**src/rtl/pst_if_fetch_queue.sv**
```systemverilog
// Decoupled instruction-fetch stage: owns the fetch PC and issues word fetches to a
// synchronous-read instruction memory. Responses are buffered in a small FIFO that feeds
// decode through valid/ready. Prioritised redirects squash queued and in-flight fetches.
module pst_if_fetch_queue #(
    parameter int unsigned          ADDR_NBIT   = 10,
    parameter int unsigned          QUEUE_DEPTH = 4,
    parameter int unsigned          NUM_REDIR   = 2,
    parameter logic [ADDR_NBIT-1:0] RESET_PC    = '0
) (
    input  logic                           clk,
    input  logic                           rst,
    input  logic                           en,
    input  logic [NUM_REDIR-1:0]           redir_vld,
    input  logic [NUM_REDIR*ADDR_NBIT-1:0] redir_pc,
    output logic                           imem_req,
    output logic [ADDR_NBIT-1:0]           imem_addr,
    input  logic [31:0]                    imem_data,
    output logic                           out_vld,
    input  logic                           out_rdy,
    output logic [ADDR_NBIT-1:0]           out_pc,
    output logic [ADDR_NBIT-1:0]           out_pc_4,
    output logic [31:0]                    out_inst
);

    localparam int unsigned          PtrW  = (QUEUE_DEPTH > 1) ? $clog2(QUEUE_DEPTH) : 1;
    localparam int unsigned          CntW  = PtrW + 1;
    localparam logic [ADDR_NBIT-1:0] Four  = ADDR_NBIT'(4);
    localparam logic [CntW-1:0]      Depth = CntW'(QUEUE_DEPTH);

    logic [ADDR_NBIT-1:0] fetch_pc_q, fetch_pc_d;
    logic [CntW-1:0]      count_q, count_d;
    logic [PtrW-1:0]      rd_ptr_q, rd_ptr_d;
    logic [PtrW-1:0]      wr_ptr_q, wr_ptr_d;
    logic                 inflight_q;
    logic [ADDR_NBIT-1:0] inflight_pc_q;

    logic [ADDR_NBIT-1:0] pc_mem   [QUEUE_DEPTH];
    logic [31:0]          inst_mem [QUEUE_DEPTH];

    logic                 redir_any;
    logic [ADDR_NBIT-1:0] redir_tgt;
    logic                 pop;
    logic                 push;
    logic [CntW-1:0]      occ;
    logic                 issue_ok;

    // Redirect arbitration: scan from the top so the lowest set index is written last.
    always_comb begin
        redir_any = 1'b0;
        redir_tgt = '0;
        for (int i = NUM_REDIR - 1; i >= 0; i--) begin
            if (redir_vld[i]) begin
                redir_any = 1'b1;
                redir_tgt = redir_pc[i*ADDR_NBIT +: ADDR_NBIT];
            end
        end
        redir_tgt[1:0] = 2'b00;
    end

    assign pop      = out_vld && out_rdy && en;
    // Credit: queued + in-flight after this cycle's pop must leave room for a new response.
    assign occ      = count_q + CntW'(inflight_q) - CntW'(pop);
    assign issue_ok = en && (occ < Depth);
    // A redirect in the response cycle squashes the in-flight (wrong-path) response.
    assign push     = inflight_q && !redir_any;

    // Fetch request generation and next fetch PC.
    always_comb begin
        imem_req   = 1'b0;
        imem_addr  = fetch_pc_q;
        fetch_pc_d = fetch_pc_q;
        if (rst) begin
            imem_addr = RESET_PC;
        end else if (redir_any) begin
            // FIFO and in-flight slot are flushed, so only en gates the target fetch.
            imem_req   = en;
            imem_addr  = redir_tgt;
            fetch_pc_d = en ? redir_tgt + Four : redir_tgt;
        end else if (issue_ok) begin
            imem_req   = 1'b1;
            fetch_pc_d = fetch_pc_q + Four;
        end
    end

    // FIFO pointer and occupancy next-state; redirect flushes regardless of push/pop.
    always_comb begin
        count_d  = count_q;
        rd_ptr_d = rd_ptr_q;
        wr_ptr_d = wr_ptr_q;
        if (redir_any) begin
            count_d  = '0;
            rd_ptr_d = '0;
            wr_ptr_d = '0;
        end else begin
            count_d = count_q + CntW'(push) - CntW'(pop);
            if (push) wr_ptr_d = wr_ptr_q + 1'b1;
            if (pop)  rd_ptr_d = rd_ptr_q + 1'b1;
        end
    end

    // Control state registers with synchronous reset.
    always_ff @(posedge clk) begin
        if (rst) begin
            fetch_pc_q    <= RESET_PC;
            count_q       <= '0;
            rd_ptr_q      <= '0;
            wr_ptr_q      <= '0;
            inflight_q    <= 1'b0;
            inflight_pc_q <= RESET_PC;
        end else begin
            fetch_pc_q    <= fetch_pc_d;
            count_q       <= count_d;
            rd_ptr_q      <= rd_ptr_d;
            wr_ptr_q      <= wr_ptr_d;
            inflight_q    <= imem_req;
            inflight_pc_q <= imem_addr;
        end
    end

    // FIFO storage; contents are qualified by count so no reset is needed.
    always_ff @(posedge clk) begin
        if (push && !rst) begin
            pc_mem[wr_ptr_q]   <= inflight_pc_q;
            inst_mem[wr_ptr_q] <= imem_data;
        end
    end

    assign out_vld  = (count_q != '0);
    assign out_pc   = pc_mem[rd_ptr_q];
    assign out_pc_4 = pc_mem[rd_ptr_q] + Four;
    assign out_inst = inst_mem[rd_ptr_q];

endmodule

```
**config.mk**
```make
export PLATFORM = sky130hd
export DESIGN_NAME = pst_if_fetch_queue
export DESIGN_NICKNAME = d
export VERILOG_FILES = /design/src/rtl/pst_if_fetch_queue.sv
export SDC_FILE = /design/constraint.sdc
export NUM_CORES = 1
export LEC_CHECK = 0
export CAP_MARGIN = 25
export CORE_MARGIN = 4
export CORE_UTILIZATION = 42
export DETAILED_ROUTE_END_ITERATION = 7
export PLACE_DENSITY = 0.64
export SYNTH_ARGS = -nofsm -noshare
export SYNTH_HDL_FRONTEND = slang
export SYNTH_SLANG_ARGS = --single-unit
```
**constraint.sdc**
```tcl
create_clock -name clk -period 6.55 [get_ports clk]
set_input_delay 0.9825 -clock clk [delete_from_list [all_inputs] [get_ports clk]]
set_output_delay 0.9825 -clock clk [all_outputs]
set_load 0.01 [all_outputs]
```
# Word-level counts from Yosys, hierarchy flattened
# Memories as Yosys holds them, arrays and structs flattened. A register that Yosys moved wholly into a read port is not among the register bits.
# Index checks and enable logic that the tools add are counted.
dict set report totals {
  reg_bits 28
  mem_bits_rw 168
  in_bits 58
  elab_cells 46
  mem_count 2
}
dict set report op_classes {
  addsub 9
  magnitude_cmp 1
  n_mux 18
  reduce_logical 10
}
# memory words word_bits rd rd_clocked_by_memory_dff wr line_no
set mem_list {}
lappend mem_list {inst_mem 4 32 1 1 1 38} ;# logic [31:0] inst_mem [QUEUE_DEPTH];
lappend mem_list {pc_mem 4 10 1 1 1 37} ;# logic [ADDR_NBIT-1:0] pc_mem [QUEUE_DEPTH];
# op n
set ops {}
lappend ops {{10-bit two-way mux} 7}
lappend ops {{10-bit by 3-bit adder with 10-bit output (second input constant)} 3}
lappend ops {{2-bit two-way mux} 4}
lappend ops {{1-bit two-way mux} 7}
lappend ops {{3-bit by 1-bit adder with 3-bit output} 2}
lappend ops {{3-bit by 1-bit subtractor with 3-bit output} 2}
lappend ops {{1-bit logical AND} 5}
lappend ops {{2-bit by 1-bit adder with 2-bit output (second input constant)} 2}
lappend ops {{3-bit < comparator (second input constant)} 1}
lappend ops {{3-bit nonzero test} 1}
lappend ops {{1-bit logical NOT} 2}
lappend ops {{2-bit nonzero test} 1}
lappend ops {{2-bit OR reduction} 1}

# Depth between registers and ports, before layout
dict set report depth {
  depth_word 9
  depth_mapped 11
}

# Least setup slack after synthesis
# No wires, ideal clock.
dict set report synth_timing {
  path_type {input port to output port}
  from {input en}
  to {output imem_req}
  arrival_ns 2.867
  t_required_ns 5.568
  slack_ns 2.700
  path_stages 8
  path_buffers 1
  cell_sequence {buf_1 -> and3_1 -> ha_1 -> inv_1 -> ha_1 -> and3b_1 -> or3_1 -> a311oi_1}
}
dict set report synth_via {
  elab_chain_len 7
}
# element line_no
set synth_lines {}
lappend synth_lines {{from (decl)} 12} ;# input logic en,
lappend synth_lines {{1-bit logical AND} 60} ;# assign pop = out_vld && out_rdy && en;
lappend synth_lines {{net pop} 42} ;# logic pop;
lappend synth_lines {{3-bit by 1-bit subtractor with 3-bit output} 62} ;# assign occ = count_q + CntW'(inflight_q) - CntW'(pop);
lappend synth_lines {{3-bit < comparator} 63} ;# assign issue_ok = en && (occ < Depth);
lappend synth_lines {{1-bit logical AND} 63}
lappend synth_lines {{1-bit two-way mux} 79} ;# end else if (issue_ok) begin
lappend synth_lines {{1-bit two-way mux} 74} ;# end else if (redir_any) begin
lappend synth_lines {{1-bit two-way mux} 72} ;# if (rst) begin
lappend synth_lines {{to (decl)} 15} ;# output logic imem_req,
# The timed path passes the listed nets, and every way through them passes these cells.

# Worst setup path in the final report
# Same ends and word-level chain as after synthesis.

==> results by group <==
Status
  • Status: finished clean

Finish
  • # nets final: 622
  • Multi-input logic area: 2030 um^2
  • Ratio of cells with drive above 1 in the final layout: 0.149
  • Register area: 5470 um^2
  • Area delta synth->final: 25.3%
  • ANT cells: 0
  • Fillers: 1437

GRT
  • Global-route wire length before repair: 23.3 mm
  • Largest net degree at the start of global routing: 42
  • Vias in the first global route: 4231
  • Gr ovfl total: 0
  • GRT Total Usage: 0.150
  • Initial antenna violation count: 0

Setup path
  • CP arrival: 4.02 ns
  • CP Cell Sequence: clkdlybuf4s50_1 -> and3_1 -> ha_1 -> inv_1 -> ha_1 -> and3b_1 -> or3_1 -> a311oi_1 -> clkdlybuf4s50_1
  • RR Endpoint: fetch_pc_q[9]
  • Crit path kind: primary input to output pin
  • CP top delay family: buffers and inverters
  • CP required: 5.57 ns
  • CP max FO: 13
  • Worst path bufs/invs: 3
  • Worst r2r src: count_q[2]
  • Critical path's slowest cell: clkdlybuf4s50_1
  • Reg-to-reg setup timing slack: 3.66 ns
  • Max incr delay on CP: 0.75 ns
  • Setup crit end kind: output pin
  • Worst Setup Start Kind: primary input
  • FF-to-FF path depth: 10

Place
  • Detailed-placement wirelength estimate: 9.47 mm
  • Pre-CTS setup slack: 1.55 ns
  • GP Congestion: 0.819
  • # port buffers: 115

STA
  • Setup Viol. Count Final: 0
  • Final worst slack: 1.54 ns
  • Tightest Pin Transition: 0.996 ns
  • Setup TNS: 0 ns
  • Fmax: 200 MHz
  • Clock skew: 0.00960 ns
  • Period minus WS final: 5.01 ns
  • Pins Over Slew Limit: 0
  • Final hold vios: 0
  • Tcrit/Tclk final: 0.764
  • Max-slew headroom at the worst pin: 0.334
  • RSZ-0062 raised after global routing: no

Yosys
  • Mapped Cells: 435
  • Mux share of post-synthesis cell area: 0.123
  • Yosys top cell by area: edfxtp_1
  • Simple-Gate Fraction of Synth Area: 0.0568
  • Register area share after synthesis: 0.715
  • Avg Inst Size Synth: 17.6 um^2
  • Largest family of logic cells by synthesized area: multiplexers
  • Post-synthesis register bit count: 191
  • Adder-cell share of the synthesized area: 0.0206
  • Synth top area share: 0.644
  • Synth unique cells: 42
  • Netlist Area Pre-Place: 7650 um^2
  • Number of flops mapped to enable cells by yosys: 164
  • Ys flop type: edfxtp_1
  • Compound-Gate Fraction of Synth Area: 0.0340
  • Synth async-reset ratio: 0
  • Synth warn: 0
  • Area contributors post-synth: edfxtp_1, mux4_2, dfxtp_1
  • Synth Area in XOR/XNOR: 0.0286

Route
  • Drt total wl: 14.9 mm
  • Drt initial violations: 235
  • DR vias: 4141
  • Antenna-violating nets left: 0
  • DRC: 0
  • DR pass1 iterations: 4
  • Wire per inst: 18.7 um
  • Via density: 5.22

CTS
  • Clock Path Buffers: 2
  • Number of H-tree levels: 4
  • Post-CTS sizing: 0
  • CTS Hold Bufs: 0
  • CTS root buffer: clkbuf_16
  • CTS buffer count: 17
  • Worst skew pair latency: 0.41 ns
  • CTS tree: done
  • Postcts setup bufs: 0
  • CTS clk-pin slew, worst paths: 0.06 ns
  • Num Clock Sinks: 191

Floorplan
  • # IOs: 122
  • Core Box Area: 18000 um^2
  • Rows: 49
  • Die Span Y: 143 um
  • Die area: 20400 um^2
  • Die X: 143 um
  • Starting density of the core: 0.426

Pwr
  • Power Internal: 1.93 mW
  • PwrDens: 251 nW/um^2
  • Power share of the combinational group: 0.048
  • Clock power frac: 0.396
  • Psw: 0.484 mW
  • Seq pwr share: 0.556
  • Maximum vdd drop: 168 uV
  • P_leak: 3.10 nW
  • Switching portion of total power: 0.201

Worst hold path
  • Hold path startpoint: inflight_pc_q[4]
  • Hold Path Class: register to register
  • Hold endpoint: pc_mem[3][4]
  • Hold path cells: 0

Job
  • Max_cap viols: 0
layout by cell type, fill, tap and decap left out, drive strengths merged, types with 4 or more instances in the layout:
cell / n
edfxtp: 164
o21ai: 7
nand3: 11
clkinv: 6
inv: 12
xor2: 13
nor2: 22
nand2: 21
mux4: 41
xnor2: 12
a21oi: 18
clkbuf: 20
buf: 6
and3: 6
clkinvlp: 4
and2: 5
a22oi: 4
clkdlybuf4s50: 115
dfxtp: 27
ha: 11
nand4: 5
worst max path at each step:
stage / start / endpoint / slack, ns / cells past startpoint
finish: en / imem_req / 1.54 / 9
global route: en / imem_req / 1.30 / 9
CTS: en / imem_req / 1.52 / 9
detailed placement: en / imem_req / 1.55 / 9
global placement: en / imem_req / 1.60 / 9
floorplan: en / imem_req / 2.70 / 8
power groups by stage:
stage / Clock, mW / Sequential (mW) / Combinational, mW
after floorplan: 0 / 1.36 / 0.0496
after global placement: 0 / 1.37 / 0.112
after detailed placement: 0 / 1.37 / 0.115
after CTS: 0.980 / 1.34 / 0.116
after global routing: 1.03 / 1.34 / 0.126
final: 0.954 / 1.34 / 0.116
layout make-up:
class | instances | share of cell area
clock inverters | 12 | 0.0117
inverters | 11 | 0.00431
multi-input cells | 210 | 0.212
flip-flops and latches | 191 | 0.571
clock buffers | 20 | 0.0466
repair buffers | 121 | 0.125
well taps | 229 | 0.0299
routing by layer:
| layer | part of all wire | GRT usage | up-vias |
|---|---|---|---|
| met4 | 0.0084 | 0.0375 | 0 |
| met1 | 0.43 | 0.197 | 2082 |
| met2 | 0.50 | 0.251 | 117 |
| li1 | - | - | 1933 |
| met5 | 0 | 0 | - |
| met3 | 0.056 | 0.0375 | 9 |
through the flow:
step	util	area [um^2]	std cells	power [mW]	hold slack, ns
4_1_cts	0.534	9580	794	2.44	0.486
3_3_place_gp	0.502	9020	762	1.48	0.446
6_report	0.534	9580	794	2.41	0.483
2_1_floorplan	-	7650	437	1.41	0.438
5_1_grt	0.534	9580	794	2.50	0.506
3_5_place_dp	0.502	9020	762	1.48	0.471
logic make-up after synthesis:
kind of cell,Yosys count
DFF,191
and+or+nand+nor,85
muxes,43
AOI/OAI and AO/OA,42
buffers and inverters,36
xor gates and xnor gates,25
adders and majority gates,12
other,1
flip-flops by register name, indices dropped and copies added (netlist names), named ones only:
signal         flops
rd_ptr_q           2
wr_ptr_q           2
inflight_pc_q      9
pc_mem            36
fetch_pc_q         8
inflight_q         1
inst_mem         128
count_q            3
Yosys cell counts (6+ instances only):
cell,count
mux4_2,41
edfxtp_1,164
buf_2,7
o21ai_0,7
dfxtp_1,27
xor2_1,13
nand2_1,20
clkbuf_1,12
a21oi_1,18
ha_1,11
xnor2_1,12
nand3_1,11
and3_1,6
nor2_1,22
inv_1,11
Power figures use the tool's default switching activity.
